$ cat src/rtl/alu_arbiter.sv
// Round-robin arbiter sharing one combinational ALU between two requesters.
// Latency: response valid two cycles after the request cycle; one op per cycle.
// Backpressure: rsp_ready low freezes S2, then S1, then drops both req readies.
module alu_arbiter #(
  parameter int DATA_WIDTH = 32,
  parameter int OP_WIDTH   = 26,
  parameter logic [OP_WIDTH-1:0] VALID_OP_MASK = 'h07F_FFFF
) (
  input  logic                  clk,
  input  logic                  reset,
  input  logic                  req0_valid,
  output logic                  req0_ready,
  input  logic [OP_WIDTH-1:0]   req0_op,
  input  logic [DATA_WIDTH-1:0] req0_a,
  input  logic [DATA_WIDTH-1:0] req0_b,
  input  logic                  req1_valid,
  output logic                  req1_ready,
  input  logic [OP_WIDTH-1:0]   req1_op,
  input  logic [DATA_WIDTH-1:0] req1_a,
  input  logic [DATA_WIDTH-1:0] req1_b,
  output logic [DATA_WIDTH-1:0] alu_SrcA,
  output logic [DATA_WIDTH-1:0] alu_SrcB,
  output logic [OP_WIDTH-1:0]   alu_Operation,
  input  logic [DATA_WIDTH-1:0] alu_ALUResult,
  output logic                  rsp_valid,
  input  logic                  rsp_ready,
  output logic                  rsp_id,
  output logic [DATA_WIDTH-1:0] rsp_result,
  output logic                  rsp_err,
  output logic                  busy
);

  // Issue stage (S1) state; op/a/b feed the ALU directly.
  logic                  s1_valid_q, s1_valid_d;
  logic                  s1_id_q, s1_id_d;
  logic [OP_WIDTH-1:0]   s1_op_q, s1_op_d;
  logic [DATA_WIDTH-1:0] s1_a_q, s1_a_d;
  logic [DATA_WIDTH-1:0] s1_b_q, s1_b_d;

  // Response stage (S2) state.
  logic                  rsp_valid_q, rsp_valid_d;
  logic                  rsp_id_q, rsp_id_d;
  logic [DATA_WIDTH-1:0] rsp_result_q, rsp_result_d;
  logic                  rsp_err_q, rsp_err_d;

  // Requester granted by the most recent transfer; 1 so req0 wins first.
  logic last_grant_q, last_grant_d;

  logic s2_load, s1_free;
  logic win0, win1;
  logic xfer0, xfer1;
  logic op_ok;

  // Pipeline advance, arbitration and op-code legality check.
  always_comb begin
    s2_load    = s1_valid_q && (!rsp_valid_q || rsp_ready);
    s1_free    = !s1_valid_q || s2_load;
    win0       = req0_valid && (!req1_valid || last_grant_q);
    win1       = req1_valid && (!req0_valid || !last_grant_q);
    // Ready is forced low while reset is held, even though S1 reads as empty.
    req0_ready = win0 && s1_free && reset;
    req1_ready = win1 && s1_free && reset;
    xfer0      = req0_valid && req0_ready;
    xfer1      = req1_valid && req1_ready;
    op_ok      = (s1_op_q != '0) &&
                 ((s1_op_q & (s1_op_q - OP_WIDTH'(1))) == '0) &&
                 ((s1_op_q & ~VALID_OP_MASK) == '0);
  end

  // Next-state for S1, S2 and the round-robin pointer.
  always_comb begin
    s1_valid_d   = s1_valid_q;
    s1_id_d      = s1_id_q;
    s1_op_d      = s1_op_q;
    s1_a_d       = s1_a_q;
    s1_b_d       = s1_b_q;
    rsp_valid_d  = rsp_valid_q;
    rsp_id_d     = rsp_id_q;
    rsp_result_d = rsp_result_q;
    rsp_err_d    = rsp_err_q;
    last_grant_d = last_grant_q;

    if (s2_load) begin
      rsp_valid_d  = 1'b1;
      rsp_id_d     = s1_id_q;
      rsp_result_d = alu_ALUResult;  // forwarded as-is even for illegal ops
      rsp_err_d    = !op_ok;
      s1_valid_d   = 1'b0;
    end else if (rsp_valid_q && rsp_ready) begin
      rsp_valid_d = 1'b0;
    end

    if (xfer0) begin
      s1_valid_d   = 1'b1;
      s1_id_d      = 1'b0;
      s1_op_d      = req0_op;
      s1_a_d       = req0_a;
      s1_b_d       = req0_b;
      last_grant_d = 1'b0;
    end else if (xfer1) begin
      s1_valid_d   = 1'b1;
      s1_id_d      = 1'b1;
      s1_op_d      = req1_op;
      s1_a_d       = req1_a;
      s1_b_d       = req1_b;
      last_grant_d = 1'b1;
    end
  end

  // State registers; reset discards any in-flight work.
  always_ff @(posedge clk or negedge reset) begin
    if (!reset) begin
      s1_valid_q   <= 1'b0;
      s1_id_q      <= 1'b0;
      s1_op_q      <= '0;
      s1_a_q       <= '0;
      s1_b_q       <= '0;
      rsp_valid_q  <= 1'b0;
      rsp_id_q     <= 1'b0;
      rsp_result_q <= '0;
      rsp_err_q    <= 1'b0;
      last_grant_q <= 1'b1;
    end else begin
      s1_valid_q   <= s1_valid_d;
      s1_id_q      <= s1_id_d;
      s1_op_q      <= s1_op_d;
      s1_a_q       <= s1_a_d;
      s1_b_q       <= s1_b_d;
      rsp_valid_q  <= rsp_valid_d;
      rsp_id_q     <= rsp_id_d;
      rsp_result_q <= rsp_result_d;
      rsp_err_q    <= rsp_err_d;
      last_grant_q <= last_grant_d;
    end
  end

  assign alu_SrcA      = s1_a_q;
  assign alu_SrcB      = s1_b_q;
  assign alu_Operation = s1_op_q;
  assign rsp_valid     = rsp_valid_q;
  assign rsp_id        = rsp_id_q;
  assign rsp_result    = rsp_result_q;
  assign rsp_err       = rsp_err_q;
  assign busy          = s1_valid_q || rsp_valid_q;

endmodule

$ cat config.mk
export PLATFORM = sky130hd
export DESIGN_NAME = alu_arbiter
export DESIGN_NICKNAME = d
export VERILOG_FILES = /design/src/rtl/alu_arbiter.sv
export SDC_FILE = /design/constraint.sdc
export NUM_CORES = 1
export LEC_CHECK = 0
export CAP_MARGIN = 25
export CORE_MARGIN = 8
export CORE_UTILIZATION = 38
export CTS_CLUSTER_SIZE = 25
export DETAILED_ROUTE_END_ITERATION = 10
export PLACE_DENSITY = 0.82
export SYNTH_ARGS = -nofsm -noshare
export SYNTH_HDL_FRONTEND = slang
export SYNTH_SLANG_ARGS = --single-unit
$ cat constraint.sdc
create_clock -name clk -period 2.7 [get_ports clk]
set_input_delay 0.27 -clock clk [delete_from_list [all_inputs] [get_ports clk]]
set_output_delay 0.27 -clock clk [all_outputs]
set_load 0.05 [all_outputs]
# Word level (Yosys, flattened, before mapping)
# Index checks and enable logic that the tools add are counted.
# totals
out_inout_bits	128
elab_cells	54
register_bits	128
input_bits	217
# op_classes
n_bitwise	1
n_mux	13
reduce_logical	29
add_sub_neg	1
# op_table
op	count
$mux 32	4
$logic_not 26->1	2
$mux 26	2
$and 26x26->26	1
$reduce_bool 26->1	1
$sub 26x1->26 const B	1
$logic_and 1x1->1	12
$mux 1	7
$logic_not 1->1	6
$logic_or 1x1->1	5
$reduce_bool 2->1	2
$reduce_bool 3->1	1

# Depth between registers and ports, before layout
# Gate-level depths: netlist of the first run.
# depth
depth_word	9
depth_mapped	7
mapped_depth_nobuf	6

# Least setup slack after synthesis of the first run
# Ideal clock, no wire load.
# synth_path
path_kind	register to register
start	reg s1_op_q[1], in the netlist alu_Operation[1]
end	reg rsp_err_q, in the netlist rsp_err
stages_incl_launch_ff	7
period_less_slack_ns	2.520
path_buffers	0
required_ns	2.574
setup_ns	0.126
t_arrival_ns	2.394
slack_ns	0.180
cell_sequence	dfrtp_1 or4_4 nor2_2 nand4_2 nor4_1 mux2_1 o32a_1
# synth_between
elab_chain_len	6
elab_cells_between_ends	7
classes_between	add/sub (1); bitwise (1); reduce/logical (5)
# synth_lines
item	line	rtl
start, declared	36	logic [OP_WIDTH-1:0] s1_op_q, s1_op_d;
start signal, assigned	126	s1_op_q <= s1_op_d;
$sub 26x1->26	66	((s1_op_q & (s1_op_q - OP_WIDTH'(1))) == '0) &&
$and 26x26->26	66	
$logic_not 26->1	66	
$logic_and 1x1->1 (*)	65	op_ok = (s1_op_q != '0) &&
$logic_and 1x1->1 (*)	66	
$logic_not 1->1 (*)	87	rsp_err_d = !op_ok;
end signal, assigned	132	rsp_err_q <= rsp_err_d;
end, declared	44	logic rsp_err_q, rsp_err_d;
# Mark *: on every way between the ends. The rest lies on a longest branch, timed or not.
# A chain may end at the register's enable or synchronous reset.

# Worst setup path in the final report of the first run
# Ends and elaborated chain as after synthesis.

==> results of run 1 <==
-- cells by family (layout without fill, tap and decap cells) --
logic type	Yosys count	in the layout	share of synthesized area, %
xor+xnor	1	1	0.1536
buf+inv	47	389	3.094
simple gates	299	299	20.98
mux	34	34	6.715
fa+ha+maj	1	1	0.1975
flops	128	128	56.20
compound gates	111	111	12.66
-- repair_timing --
action                                 CTS  global route
endpoints found under the hold margin   24             0
resized for setup                        0             0
hold buffers                             1             0
setup endpoints to repair                0             0
-- layout by cell type (no fill, tap or decap), types with 2 or more instances in the layout --
cell type,Yosys,layout
o31ai_1,2,2
clkbuf_8,0,3
bufinv_16,0,2
or4_1,2,2
or2_2,3,3
nand2_1,182,182
buf_4,0,4
a21oi_1,3,3
nand2b_1,2,2
dfrtp_1,127,127
a31oi_1,90,90
nor3_1,3,3
clkinv_2,0,3
nand4_1,3,3
clkdlybuf4s50_1,0,341
nand3b_1,2,2
clkbuf_1,36,3
a2111oi_0,2,2
nor2_1,94,94
nor4_1,2,2
clkinv_4,0,2
inv_1,3,2
o21a_1,2,2
mux2_2,33,33
o21ai_0,4,4
clkbuf_16,0,17
clkinvlp_4,0,2
buf_12,0,7
-- how the worst max path moves through the flow --
| stage | from | endpoint | slack, ps | cells after the start |
|---|---|---|---|---|
| floorplan | alu_Operation[1] | rsp_err | 180 | 6 |
| global placement | alu_Operation[1] | rsp_err | 350 | 6 |
| detailed placement | alu_Operation[1] | rsp_err | 280 | 6 |
| CTS | alu_Operation[1] | rsp_err | 220 | 6 |
| global route | alu_Operation[1] | rsp_err | 80 | 6 |
| finish | alu_Operation[1] | rsp_err | 220 | 6 |
-- where the power goes --
| group | leakage (uW) | switching [uW] | internal [uW] |
|---|---|---|---|
| Combinational | 0.00239 | 3460 | 1930 |
| Clock | 0.000283 | 836 | 1430 |
| Sequential | 0.00148 | 473 | 2590 |
-- critical path, delay by kind of cell (launching register included) --
kind | cells | cell delay, ps
AND/OR/NAND/NOR | 4 | 1250
flip-flops | 1 | 410
AO/OA/AOI/OAI | 1 | 340
multiplexers | 1 | 360
-- flip-flops by register name (all words and copies together) (netlist names) --
signal         count
rsp_id             1
alu_SrcA          32
rsp_valid          1
s1_id_q            1
alu_SrcB          32
alu_Operation     26
s1_valid_q         1
last_grant_q       1
rsp_err            1
rsp_result        32
-- cell type report --
cell class                 count  area share, %
timing repair buffer         354          36.14
sequential                   128          32.12
multi-input combinational    446          23.44
clock buffer                  23          4.792
tap                          184          2.308
clock inverter                 9          1.079
inverter                       3         0.1129
-- per-layer routing --
metal / track usage [%] / up-vias / part of all wire, %
met4: 8.009 / 0 / 2.4
met2: 37.79 / 281 / 49
li1: - / 2778 / -
met1: 24.65 / 2793 / 38
met3: 10.34 / 35 / 10
met5: 0 / - / 0
-- per-stage QoR --
stage               setup slack, ps  cells  hold slack, ps  utilization [%]
floorplan                     180.3    621          -25.59                -
global placement              346.4   1114           157.9            64.29
detailed placement            276.2   1114           159.7            64.29
CTS                           220.1   1147           335.5            68.37
global route                  76.53   1147           344.9            68.37
finish                        221.3   1147           342.5            68.37
==> impl_metrics.csv, run 1 <==
group,metric,value,unit
outcome,status,"finished clean",
power,total_power,10720,uW
floorplanning,ios,345,
clocking,cts_tree,"done",
placed_design,dpl_cell_area,9379,um^2
drt,drtIter0Drc,399,
grt,grt_use_total,22.55,%
setup_path,end_kind,"register",
logic_synthesis,synth-seq-cells,128,
setup_path,cpPeakStageDelay,590,ps
floorplanning,core,14590,um^2
setup_path,r2r_cells,6,
floorplanning,die_area,19180,um^2
floorplanning,initial_utilization,39.08,%
drt,wl_per_cell,19.29,um
clocking,postCtsSetupBuffers,0,
finish,final_cell_area,9975,um^2
timing,drv_slew,0,
timing,clock.fmax,403.4,MHz
power,vdd_drop_max,0.4884,mV
clocking,clkTransAtPathRegs,60,ps
logic_synthesis,synth_seq_area_share,56.20,%
setup_path,start_kind,"register",
timing,finalCriticalPeriod,2479,ps
logic_synthesis,synth_top_area_share,55.74,%
setup_path,timing.rr.start,"alu_Operation[1]",
finish,syn_to_final_growth,74.94,%
timing,relSlewSlack,59.75,%
logic_synthesis,synth_top_area_cell,"dfrtp_1",
setup_path,r2r_setup_slack,220,ps
drt,vias,5887,
finish,nets,1167,
logic_synthesis,syn_avg_cell_area,9.182,um^2
logic_synthesis,synth_area_leaders,"dfrtp_1 56%, nand2_1 12%, a31oi_1 9.9%",
placed_design,dpl.hpwl,16450,um
setup_path,crit_chain,"or4_4 -> nor2_2 -> nand4_2 -> nor4_1 -> mux2_1 -> o32a_1",
setup_path,arrival,2770,ps
finish,multi_input_area,2338,um^2
logic_synthesis,synth_warnings,0,
logic_synthesis,syn_inst,621,
clocking,cts_max_path_buffers,2,
logic_synthesis,synth_nets,838,
setup_path,r2r-end,"rsp_err",
drt,ant_nets,0,
drt,drt-total-wl,22130,um
timing,rsz0062_at_grt,"no",
setup_path,crit_slowest_cell,"or4_4",
logic_synthesis,yosysMostFrequentCell,"nand2_1",
grt,grt_pass1_wl,34410,um
logic_synthesis,synth_flop_cell,"dfrtp_1",
floorplanning,die_width,138.5,um
drt,vias_per_cell,5.133,
finish,diodes,0,
finish,drive_gt1_share,8.930,%
logic_synthesis,ys_async_sr_fraction,100.0,%
worst_hold_path,hp-class,"primary input to asynchronous set/reset pin",
power,static-leakage-power,0.004159,uW
clocking,cts_max_level,4,
timing,timing.final.crit_share,91.80,%
logic_synthesis,synth_cell_types,38,
timing,setup_viol,0,
grt,antenna_found_initial,0,
clocking,clockRootBuffer,"clkbuf_16",
clocking,cts_sinks,128,
setup_path,crit_fanout,6,
flow_run,drv_cap,0,
logic_synthesis,synth_area,5702,um^2
timing,hold_viol,0,
timing,skew,11.58,ps
setup_path,cp.required,2990,ps
drt,first_pass_iters,4,
logic_synthesis,ys_top_cells_by_count,"182 x nand2_1, 127 x dfrtp_1, 94 x nor2_1",
timing,setup-tns-final,0,ps
floorplanning,fp.dieH,138.5,um
finish,fillerInstances,1121,
timing,worst_pin_slew,603.7,ps
clocking,numCtsBuffers,17,
logic_synthesis,synth-edff-count,0,
placed_design,place_congestion,0.7951,
grt,grt_max_degree,105,
floorplanning,rows,44,
grt,grt_pass1_vias,6043,
drt,drcViolationCount,0,
grt,globalRoute.totalOverflow,0,
finish,seqCellArea,3204,um^2
clocking,worstSkewPairLatency,420,ps
setup_path,crit_type,"register to register",
power,p_per_area,1075,nW/um^2
placed_design,numPortBuffers,344,
Power figures use the tool's default switching activity.
==> run 2: changes to the inputs <==
--- a/config.mk
+++ b/config.mk
@@ -7,10 +7,10 @@
 export LEC_CHECK = 0
 export CAP_MARGIN = 25
 export CORE_MARGIN = 8
-export CORE_UTILIZATION = 38
+export CORE_UTILIZATION = 40
 export CTS_CLUSTER_SIZE = 25
 export DETAILED_ROUTE_END_ITERATION = 10
-export PLACE_DENSITY = 0.82
+export PLACE_DENSITY = 0.85
 export SYNTH_ARGS = -nofsm -noshare
 export SYNTH_HDL_FRONTEND = slang
 export SYNTH_SLANG_ARGS = --single-unit
==> constraint.sdc (replaced) <==
create_clock -name clk -period 3.1 [get_ports clk]
set_input_delay 0.31 -clock clk [delete_from_list [all_inputs] [get_ports clk]]
set_output_delay 0.31 -clock clk [all_outputs]
set_load 0.05 [all_outputs]
==> run 2 against run 1 <==
Against the previous run:
- critical path depth unchanged
- via count is 1.4% higher
- clock skew fell by 4.6 ps
- die area is 4.4% lower
- first-iteration DRC count decreased by 12%
- count of clock-buffer cells in the layout is 6 lower
- worst setup slack improved by 450 ps
- critical endpoint unchanged
==> impl_metrics.csv, run 2 (synthesis results as in run 1) <==
group,metric,value,unit
placed_design,preCtsSetupSlack,667.6,ps
clocking,clkTransAtPathRegs,60,ps
grt,grt_pass1_wl,33890,um
floorplanning,die_width,135.4,um
outcome,status,"finished clean",
clocking,cts_sinks,128,
timing,fin_ws,669.9,ps
timing,relSlewSlack,55.23,%
drt,drcViolationCount,0,
power,static-leakage-power,0.004197,uW
grt,globalRoute.totalOverflow,0,
drt,ant_nets,0,
finish,mostFrequentLayoutCells,"341 x clkdlybuf4s50_1, 182 x nand2_1, 127 x dfrtp_1",
grt,grt_use_total,23.88,%
finish,drive_gt1_share,9.430,%
finish,diodes,0,
power,p_per_area,949.0,nW/um^2
placed_design,place_congestion,0.7969,
placed_design,numPortBuffers,344,
worst_hold_path,hp-class,"primary input to register",
setup_path,end_kind,"register",
floorplanning,ios,345,
timing,finalCriticalPeriod,2430,ps
finish,final_common_cell,"clkdlybuf4s50_1",
drt,drtIter0Drc,350,
clocking,cts_max_level,4,
drt,wl_per_cell,19.58,um
power,vdd_drop_max,0.5290,mV
floorplanning,rows,43,
drt,drt-total-wl,22420,um
timing,setup-tns-final,0,ps
setup_path,cp.required,3390,ps
timing,skew,6.945,ps
grt,antenna_found_initial,0,
setup_path,arrival,2720,ps
finish,syn_to_final_growth,76.15,%
floorplanning,die_area,18330,um^2
worst_hold_path,min_path_cells,3,
clocking,cts_tree,"done",
timing,hold_viol,0,
grt,grt_pass1_vias,6047,
clocking,numCtsBuffers,17,
drt,first_pass_iters,5,
flow_run,drv_cap,0,
floorplanning,core,13880,um^2
setup_path,cpPeakStageDelay,590,ps
setup_path,crit_chain,"or4_4 -> nor2_2 -> nand4_2 -> nor4_1 -> mux2_1 -> o32a_1",
setup_path,crit_fanout,6,
clocking,clockRootBuffer,"clkbuf_16",
drt,vias,5968,
finish,final_util,72.35,%
setup_path,crit_slowest_cell,"or4_4",
clocking,worstSkewPairLatency,410,ps
finish,nets,1169,
setup_path,start_kind,"register",
grt,grt_max_degree,92,
timing,setup_viol,0,
timing,drv_slew,0,
timing,worst_pin_slew,671.5,ps
timing,timing.final.crit_share,78.39,%
timing,hold_ws,452.8,ps
placed_design,dpl.hpwl,16800,um
timing,rsz0062_at_grt,"no",
floorplanning,fp.dieH,135.4,um
setup_path,r2r_cells,6,
setup_path,crit_type,"register to register",
clocking,cts_max_path_buffers,2,
drt,vias_per_cell,5.212,
floorplanning,initial_utilization,41.08,%
timing,clock.fmax,411.5,MHz
run 2: changes by cell type in the layout (fill, tap and decap cells not counted):
cell / change
buf_12: -1
buf_16: +1
buf_4: +2
bufinv_16: +2
clkbuf_1: -3
clkbuf_8: -3
clkinv_2: -2
clkinv_4: +5
clkinvlp_4: -1
inv_6: +2
run 2: area by class of cell:
| cell class | instances | area, um^2 |
|---|---|---|
| tap | 180 | 225.2 |
| sequential | 128 | 3204 |
| multi-input combinational | 446 | 2338 |
| fill | 958 | 3837 |
| clock buffer | 17 | 425.4 |
| clock inverter | 15 | 211.5 |
| inverter | 3 | 11.26 |
| timing repair buffer | 356 | 3627 |
run 2: timing repair:
| action | in CTS | in global routing |
|---|---|---|
| buffers inserted | 0 | 0 |
| hold buffers | 0 | 1 |
| endpoints found under the hold margin | 0 | 7 |
| resized for setup | 0 | 0 |
| endpoints found under the setup margin | 0 | 0 |
run 2: path summary, 6_finish.rpt:
| kind | endpoint | slack, ps | from |
|---|---|---|---|
| setup / recovery | rsp_err | 670 | alu_Operation[1] |
| hold / removal | alu_SrcB[22] | 450 | req1_b[22] |
| setup reg to reg | rsp_err | 670 | alu_Operation[1] |
| hold reg to reg | rsp_result[22] | 500 | rsp_result[22] |
| max in group asynchronous | alu_SrcA[15] | 1940 | reset |
| min in group asynchronous | rsp_result[30] | 500 | reset |
run 2: where the power goes:
part | switching, uW | internal [uW]
Clock | 793 | 1360
Combinational | 3010 | 1680
Sequential | 436 | 2250
run 2: worst max-delay path, delay by kind of cell, from the launching register on:
family | cells | cell delay, ps
AO/OA/AOI/OAI | 1 | 340
flip-flops | 1 | 410
multiplexers | 1 | 360
AND/OR/NAND/NOR | 4 | 1210
run 2: layer usage:
metal	wire length (um)	vias to the layer above	part of all wire (%)	global-route usage [%]
met5	0	-	0	0
met2	11190	295	50	40.47
li1	-	2793	-	-
met3	2525	35	11	10.83
met1	8189	2845	37	25.82
met4	515	0	2.3	8.575
run 2: through the flow:
stage               instance area [um^2]  power (uW)  std cells
floorplan                           5702        5511        621
global placement                    9369        7325       1111
detailed placement                  9369        7411       1111
CTS                                10010        9601       1143
global route                       10040        9910       1145
finish                             10040        9531       1145
==> run 3: changes to the inputs <==
--- a/config.mk
+++ b/config.mk
@@ -7,10 +7,10 @@
 export LEC_CHECK = 0
 export CAP_MARGIN = 25
 export CORE_MARGIN = 8
-export CORE_UTILIZATION = 40
+export CORE_UTILIZATION = 38
 export CTS_CLUSTER_SIZE = 25
 export DETAILED_ROUTE_END_ITERATION = 10
-export PLACE_DENSITY = 0.85
+export PLACE_DENSITY = 0.82
 export SYNTH_ARGS = -nofsm -noshare
 export SYNTH_HDL_FRONTEND = slang
 export SYNTH_SLANG_ARGS = --single-unit
==> constraint.sdc (replaced) <==
create_clock -name clk -period 2.5 [get_ports clk]
set_input_delay 0.25 -clock clk [delete_from_list [all_inputs] [get_ports clk]]
set_output_delay 0.25 -clock clk [all_outputs]
set_load 0.05 [all_outputs]
==> run 3 against run 2 <==
Against the previous run:
- clock skew is 1.2 ps higher
- non-clock buffer count is 17 higher
- cell count is 1.8% higher
- flip-flop and latch count stayed put
- worst setup slack worse by 510 ps
- critical path type unchanged
- largest power group unchanged
==> impl_metrics.csv, run 3 (synthesis results as in run 1) <==
group,metric,value,unit
finish,final_common_cell,"clkdlybuf4s50_1",
timing,hold_viol,0,
setup_path,crit_slowest_cell,"or4_4",
power,static-leakage-power,0.004242,uW
setup_path,crit_type,"register to register",
clocking,worstSkewPairLatency,410,ps
timing,hold_ws,382.2,ps
finish,nets,1186,
floorplanning,core,14590,um^2
clocking,postCtsSetupBuffers,0,
setup_path,crit_fanout,6,
setup_path,crit_chain,"or4_4 -> nor2_2 -> nand4_2 -> nor4_1 -> mux2_1 -> o32a_1",
timing,relSlewSlack,53.98,%
clocking,clockRootBuffer,"clkbuf_16",
finish,syn_to_final_growth,77.68,%
timing,worst_pin_slew,690.2,ps
timing,rsz0062_at_grt,"no",
clocking,cts_tree,"done",
drt,first_pass_iters,5,
placed_design,dpl.hpwl,17190,um
outcome,status,"finished clean",
clocking,clkTransAtPathRegs,50,ps
power,total_power,11660,uW
floorplanning,die_area,19180,um^2
grt,grt_pass1_wl,34440,um
floorplanning,rows,44,
finish,drive_gt1_share,11.00,%
setup_path,crit_buf_inv,0,
timing,fin_ws,156.1,ps
placed_design,place_congestion,0.8249,
timing,setup_viol,0,
setup_path,cpPeakStageDelay,590,ps
setup_path,r2r-end,"rsp_err",
timing,setup-tns-final,0,ps
finish,mostFrequentLayoutCells,"341 x clkdlybuf4s50_1, 182 x nand2_1, 125 x dfrtp_1",
grt,globalRoute.totalOverflow,0,
grt,grt_max_degree,83,
setup_path,r2r_cells,6,
setup_path,timing.rr.start,"alu_Operation[1]",
setup_path,arrival,2630,ps
timing,finalCriticalPeriod,2344,ps
setup_path,start_kind,"register",
drt,drcViolationCount,0,
placed_design,preCtsSetupSlack,161.8,ps
floorplanning,fp.dieH,138.5,um
drt,drtIter0Drc,378,
power,p_per_area,1151,nW/um^2
timing,drv_slew,0,
flow_run,drv_cap,0,
timing,clock.fmax,426.6,MHz
setup_path,cp_top_family,"simple AND/OR/NAND/NOR gates",
drt,drt-total-wl,22480,um
finish,fillerInstances,1104,
power,vdd_drop_max,0.5555,mV
timing,skew,8.187,ps
grt,grt_use_total,22.75,%
placed_design,numPortBuffers,344,
drt,wl_per_cell,19.28,um
drt,vias_per_cell,5.117,
drt,vias,5966,
grt,antenna_found_initial,0,
floorplanning,initial_utilization,39.08,%
placed_design,dpl_cell_area,9537,um^2
timing,timing.final.crit_share,93.76,%
clocking,numCtsBuffers,17,
setup_path,end_kind,"register",
setup_path,r2r_setup_slack,160,ps
drt,ant_nets,0,
finish,diodes,0,
finish,final_cell_area,10130,um^2
grt,grt_pass1_vias,6093,
clocking,cts_max_path_buffers,2,
clocking,cts_max_level,4,
floorplanning,die_width,138.5,um
clocking,cts_sinks,128,
floorplanning,ios,345,
worst_hold_path,hp-class,"primary input to asynchronous set/reset pin",
setup_path,cp.required,2790,ps
==> run 3: changes by cell type in the layout (fill, tap and decap cells not counted), moves of 2 or more <==
cell | before | now
buf_4 | 6 | 22
clkinv_4 | 7 | 1
clkbuf_1 | 0 | 3
clkbuf_8 | 0 | 3
clkinv_2 | 1 | 4
buf_12 | 6 | 8
bufinv_16 | 4 | 2
clkinvlp_4 | 1 | 3
dfrtp_1 | 127 | 125
dfrtp_2 | 0 | 2
inv_6 | 2 | 0
==> run 3: timing repair <==
action / in CTS / in global routing
endpoints found under the setup margin: 0 / 2
endpoints found under the hold margin: 36 / 0
hold buffers: 1 / 0
resized for setup: 0 / 3
==> run 3: metal layers <==
| layer | share of wire, % | up-vias | global-route usage, % |
|---|---|---|---|
| li1 | - | 2825 | - |
| met1 | 37 | 2823 | 24.15 |
| met2 | 51 | 288 | 38.73 |
| met3 | 11 | 30 | 11.58 |
| met4 | 1.9 | 0 | 6.693 |
| met5 | 0 | - | 0 |
==> run 3: stage by stage <==
step,std cells,utilization (%)
2_1_floorplan,621,-
3_3_place_gp,1133,65.37
3_5_place_dp,1133,65.37
4_1_cts,1166,69.38
5_1_grt,1166,69.44
6_report,1166,69.44
==> run 3: area by class of cell <==
cell class / count / area, um^2 / area share [%]
Timing Repair Buffer: 373 / 3762 / 37.14
Clock inverter: 10 / 111.4 / 1.099
Clock buffer: 22 / 464.2 / 4.582
Multi-Input combinational cell: 446 / 2345 / 23.14
Inverter: 3 / 11.26 / 0.1112
Tap cell: 184 / 230.2 / 2.272
Sequential cell: 128 / 3207 / 31.65
==> run 3: worst register-to-register path: stages, from the launching register on <==
cell and delay (ps):
dfrtp_2 420, or4_4 590, nor2_2 140, nand4_2 90, nor4_1 290, mux2_1 360, o32a_1 340
==> run 3: worst max-delay path by stage <==
stage,depth (start not counted),to,startpoint
after floorplan,6,rsp_err,alu_Operation[3]
after global placement,6,rsp_err,alu_Operation[1]
after detailed placement,6,rsp_err,alu_Operation[1]
after CTS,7,rsp_err,alu_Operation[1]
after global routing,7,rsp_err,alu_Operation[1]
final,6,rsp_err,alu_Operation[1]
==> run 3: where the power goes <==
group / total [uW] / internal (uW) / switching, uW
Combinational: 5970 / 2160 / 3810
Sequential: 3280 / 2800 / 481
Clock: 2400 / 1510 / 889
Total: 11700 / 6470 / 5180
